<file path="src/rtl/matrix_pkg.sv">
// Shared types and helpers for the matrix stream loader.
// Holds the element width default, the load FSM states and index-width sizing.
package matrix_pkg;

    localparam int DATA_W_DFLT = 8;

    typedef enum logic [1:0] {
        LOAD_A,
        LOAD_B,
        FULL
    } state_t;

    // Index counters need at least one bit, even when N=1.
    function automatic int clog2_min1(input int v);
        return (v <= 2) ? 1 : $clog2(v);
    endfunction

endpackage

</file>
<file path="src/rtl/matrix_index_counter.sv">
// Row/column walker over an N x N matrix in row-major order; flags the last cell.
// Latency: indices registered, last_o decoded from registers; no backpressure (en_i gates stepping).
module matrix_index_counter
    import matrix_pkg::*;
#(
    parameter int N     = 3,
    parameter int IDX_W = clog2_min1(N)
) (
    input  logic             clk,
    input  logic             rst_n,
    input  logic             en_i,
    input  logic             clr_i,
    output logic [IDX_W-1:0] row_o,
    output logic [IDX_W-1:0] col_o,
    output logic             last_o
);

    localparam logic [IDX_W-1:0] LAST_IDX = IDX_W'(N - 1);

    logic [IDX_W-1:0] row_q, row_d;
    logic [IDX_W-1:0] col_q, col_d;

    always_comb begin
        row_d = row_q;
        col_d = col_q;
        if (clr_i) begin
            row_d = '0;
            col_d = '0;
        end else if (en_i) begin
            if (col_q == LAST_IDX) begin
                col_d = '0;
                row_d = (row_q == LAST_IDX) ? '0 : row_q + IDX_W'(1);
            end else begin
                col_d = col_q + IDX_W'(1);
            end
        end
    end

    always_ff @(posedge clk or negedge rst_n) begin
        if (!rst_n) begin
            row_q <= '0;
            col_q <= '0;
        end else begin
            row_q <= row_d;
            col_q <= col_d;
        end
    end

    assign row_o  = row_q;
    assign col_o  = col_q;
    assign last_o = (row_q == LAST_IDX) && (col_q == LAST_IDX);

endmodule

</file>
<file path="src/rtl/matrix_stream_loader.sv">
// Collects a row-major byte stream (A then B) into two N x N register arrays for the adder stage.
// Latency: mat_valid rises right after the 2*N*N-th transfer edge; in_ready is low only while FULL.
module matrix_stream_loader
    import matrix_pkg::*;
#(
    parameter int N      = 3,
    parameter int DATA_W = DATA_W_DFLT
) (
    input  logic                             clk,
    input  logic                             rst_n,
    input  logic                             flush,
    input  logic [DATA_W-1:0]                in_data,
    input  logic                             in_valid,
    output logic                             in_ready,
    output logic [DATA_W-1:0]                mat_a [N][N],
    output logic [DATA_W-1:0]                mat_b [N][N],
    output logic                             mat_valid,
    input  logic                             mat_ready,
    output logic [$clog2(2*N*N+1)-1:0]       load_cnt
);

    localparam int IDX_W = clog2_min1(N);
    localparam int CNT_W = $clog2(2*N*N+1);

    state_t             state_q, state_d;
    logic [CNT_W-1:0]   load_cnt_q, load_cnt_d;
    logic [DATA_W-1:0]  mat_a_q [N][N];
    logic [DATA_W-1:0]  mat_b_q [N][N];

    logic               accept;
    logic               last_cell;
    logic [IDX_W-1:0]   row;
    logic [IDX_W-1:0]   col;

    assign in_ready  = (state_q != FULL);
    assign mat_valid = (state_q == FULL);
    // A flush drops any element offered in the same cycle.
    assign accept    = in_valid && in_ready && !flush;

    matrix_index_counter #(
        .N     (N),
        .IDX_W (IDX_W)
    ) u_idx (
        .clk    (clk),
        .rst_n  (rst_n),
        .en_i   (accept),
        .clr_i  (flush),
        .row_o  (row),
        .col_o  (col),
        .last_o (last_cell)
    );

    always_comb begin
        state_d    = state_q;
        load_cnt_d = load_cnt_q;
        if (flush) begin
            state_d    = LOAD_A;
            load_cnt_d = '0;
        end else begin
            case (state_q)
                LOAD_A: if (accept && last_cell) state_d = LOAD_B;
                LOAD_B: if (accept && last_cell) state_d = FULL;
                FULL: begin
                    if (mat_ready) begin
                        state_d    = LOAD_A;
                        load_cnt_d = '0;
                    end
                end
                default: state_d = LOAD_A;
            endcase
            if (accept) load_cnt_d = load_cnt_q + CNT_W'(1);
        end
    end

    always_ff @(posedge clk or negedge rst_n) begin
        if (!rst_n) begin
            state_q    <= LOAD_A;
            load_cnt_q <= '0;
        end else begin
            state_q    <= state_d;
            load_cnt_q <= load_cnt_d;
        end
    end

    // Matrix contents survive accept and flush; only reset clears them.
    always_ff @(posedge clk or negedge rst_n) begin
        if (!rst_n) begin
            for (int r = 0; r < N; r++) begin
                for (int c = 0; c < N; c++) begin
                    mat_a_q[r][c] <= '0;
                    mat_b_q[r][c] <= '0;
                end
            end
        end else if (accept) begin
            if (state_q == LOAD_A) mat_a_q[row][col] <= in_data;
            if (state_q == LOAD_B) mat_b_q[row][col] <= in_data;
        end
    end

    assign mat_a    = mat_a_q;
    assign mat_b    = mat_b_q;
    assign load_cnt = load_cnt_q;

endmodule

</file>
<file path="config.mk">
export PLATFORM = sky130hd
export DESIGN_NAME = matrix_stream_loader
export DESIGN_NICKNAME = d
export VERILOG_FILES = /design/src/rtl/matrix_pkg.sv /design/src/rtl/matrix_index_counter.sv /design/src/rtl/matrix_stream_loader.sv
export SDC_FILE = /design/constraint.sdc
export NUM_CORES = 1
export LEC_CHECK = 0
export CAP_MARGIN = 20
export CELL_PAD_IN_SITES_DETAIL_PLACEMENT = 1
export CELL_PAD_IN_SITES_GLOBAL_PLACEMENT = 2
export CORE_AREA = 5 5 137 139
export DETAILED_ROUTE_END_ITERATION = 16
export DIE_AREA = 0 0 142 144
export PLACE_DENSITY_LB_ADDON = 0.1
export SLEW_MARGIN = 20
export SYNTH_ARGS = -nofsm -noshare
export SYNTH_HDL_FRONTEND = slang
export SYNTH_SLANG_ARGS = --single-unit
</file>
<file path="constraint.sdc">
create_clock -name clk -period 3.2 [get_ports clk]
set_input_delay 0.32 -clock clk [delete_from_list [all_inputs] [get_ports clk]]
set_output_delay 0.32 -clock clk [all_outputs]
set_load 0.01 [all_outputs]
</file>
==> results.json <==
{
  "drc_errors": 0,
  "r2r.worst_path.cells": 3,
  "ys_seq_area_frac": 0.629,
  "r2r-start": "u_idx.col_o[1]",
  "num_vias": 3913,
  "hold_slack_ps": -51.5,
  "critPathCapture": "mat_valid",
  "rsz0062_at_grt": "false",
  "dp_hpwl_microns": 11600,
  "syn_nets": 406,
  "slew_headroom": 0.324,
  "start_util": 0.352,
  "power.internal_uw": 3620,
  "path_max_fanout": 14,
  "yosysTopAreaCell": "dfrtp_1",
  "synth_top_flop_cell": "dfrtp_1",
  "grt_antenna_before_repair": 0,
  "yosys-top-cells-count": "dfrtp_1, mux2_2, clkbuf_1",
  "num_rows": 49,
  "globalRouteTotalUtil": 0.169,
  "syn_area_per_cell_sq_um": 15.7,
  "outcome": "complete, but fails checks",
  "reg2reg_to": "mat_b[25]",
  "power.switching_uw": 1130,
  "synth_edf_count": 0,
  "hold_path.class": "in2async",
  "tightest_slew_ps": 1010,
  "dpl_cell_area_sq_um": 8060,
  "critical_path_class": "reg2out",
  "clock_latency_ps": 420,
  "crit_slowest_cell": "clkdlybuf4s50_1",
  "combPwrFrac": 0.114,
  "ctsResizeCount": 0,
  "core-area_sq_um": 17500,
  "first_pass_iters": 4,
  "die-area_sq_um": 20400,
  "postLayoutCellArea_sq_um": 8660,
  "grt_max_degree": 92,
  "ys_ff_latch": 155,
  "cp.required_ps": 2880,
  "drive_above_1_share": 0.360,
  "h-tree-depth": 4,
  "setup_tns_ps": 0,
  "grt_pass1_wl_microns": 26000,
  "r2r_slack_ps": 1110,
  "gp_congestion": 0.751,
  "fp.dieW_microns": 142,
  "fill_cells": 1738,
  "yosysWarnings": 0,
  "ant_nets": 0,
  "start_kind": "flop",
  "synth.area.top_cells": "dfrtp_1, mux2_2, nand3_4, nand3_2, clkbuf_1",
  "post_cts_buffers": 0,
  "io_pins": 164,
  "finalMaxSlewViolations": 0,
  "vdd_drop_max_v": 0.000360,
  "cp_cell_sequence": "nand2b_1, inv_1, clkdlybuf4s50_1",
  "postLayoutCoreUtil": 0.494,
  "async_flop_share": 1.00,
  "syn2layout_area_growth_pct": 40.5,
  "nets": 575,
  "power_density_nw_per_um2": 548,
  "portBuffers": 163,
  "crit_arrival_ps": 2220,
  "post_drt_via_cell_ratio": 4.88,
  "hold_violations": 21,
  "min_period_over_period": 0.794,
  "post_drt_wl_per_cell_microns": 20.9,
  "leakagePower_uw": 0.00398,
  "gr-total-overflow": 0,
  "seq_power_share": 0.451,
  "synthMostInstantiatedCell": "dfrtp_1",
  "diodes": 0,
  "ys_types": 31,
  "violations": "negative hold slack",
  "end_kind": "primary output",
  "dr.first_iter.drc_count": 101,
  "ctsHoldBuffers": 0,
  "startpoint": "state_q[0]",
  "cts_sinks": 155,
  "path_clk_slew_ps": 60,
  "synth_top_area_share": 0.629,
  "max_stage_delay_ps": 590,
  "postSynthCellCount": 392,
  "cts_tree": "yes",
  "cap_violations": 0,
  "cts-root-buf": "clkbuf_16",
  "setup_viol": 0,
  "cts-buffers-inserted": 17,
  "clkPwrFrac": 0.435,
  "p_sw_frac": 0.238,
  "clock.fmax_mhz": 393,
  "routed_wl_microns": 16800,
  "cts_buffer_depth": 2,
  "synthesis.area_sq_um": 6170,
  "fin_crit_ps": 2540,
  "fin_skew_ps": 9.85,
  "first_global_vias": 4391,
  "die_h_microns": 144
}
==> worst max-delay path: cells and delay by family (launching register included) <==
family	cells	cell delay, ps
buffers and inverters	2	920
DFF	1	450
and+or+nand+nor	1	440
==> cells by family after synthesis <==
family	count (synthesis)	share of synthesized area
muxes	145	0.265
buffers and inverters	23	0.0164
xor gates and xnor gates	2	0.00284
DFF	155	0.629
and+or+nand+nor	50	0.0694
AOI/OAI and AO/OA	16	0.0156
adders and majority gates	1	0.00203
==> state kept, by name, summed over array words and instances, names as in the netlist <==
| register | cells |
|---|---|
| load_cnt | 5 |
| state_q | 2 |
| mat_a | 72 |
| mat_b | 72 |
| u_idx.row_o | 2 |
| u_idx.col_o | 2 |
==> worst min path at each step <==
stage	cells past startpoint	endpoint
2_1_floorplan	0	load_cnt[0]
3_3_place_gp	1	load_cnt[2]
3_5_place_dp	1	load_cnt[2]
4_1_cts	1	mat_a[25]
5_1_grt	1	load_cnt[2]
6_report	1	load_cnt[2]
==> power by group through the flow <==
stage	registers (uW)	logic [uW]	clock network, uW
floorplan	2220	149	0
detailed placement	2180	556	0
CTS	2140	558	2120
global route	2150	585	2200
global placement	2170	546	0
finish	2140	541	2070
==> metrics by stage <==
stage          setup WS (ps)  std cells  total power, uW
5_1_grt                  554        802             4940
3_3_place_gp             737        771             2720
4_1_cts                  643        802             4820
6_report                 658        802             4750
3_5_place_dp             710        771             2730
2_1_floorplan           1720        392             2370
==> metal layers <==
layer / GRT usage / part of all wire / up-vias
met5: 0 / 0 / -
met4: 0.0551 / 0.023 / 0
met3: 0.0688 / 0.075 / 27
met2: 0.283 / 0.49 / 116
met1: 0.199 / 0.41 / 2028
li1: - / - / 1742
==> layout by cell type, fill, tap and decap left out, types with 3 or more instances in the layout <==
| master | instances |
|---|---|
| nor2b_1 | 4 |
| mux2_2 | 145 |
| o21ai_0 | 3 |
| clkinvlp_4 | 4 |
| inv_6 | 3 |
| a21oi_1 | 7 |
| nand4_1 | 4 |
| dfrtp_1 | 155 |
| bufinv_16 | 3 |
| nand3_1 | 6 |
| nand3_2 | 8 |
| clkbuf_16 | 17 |
| nand3_4 | 8 |
| clkdlybuf4s50_1 | 162 |
| inv_1 | 6 |
| buf_4 | 3 |
| nand2_1 | 6 |
==> area by class of cell <==
type	count	area (sq um)	area share
Tap cell	229	287	0.0331
Multi-Input combinational cell	214	2200	0.253
Timing Repair Buffer	167	1680	0.193
Clock buffer	18	439	0.0507
Sequential cell	155	3880	0.448
Inverter	6	22.5	0.00260
Clock inverter	13	165	0.0191
Power figures use the tool's default switching activity.
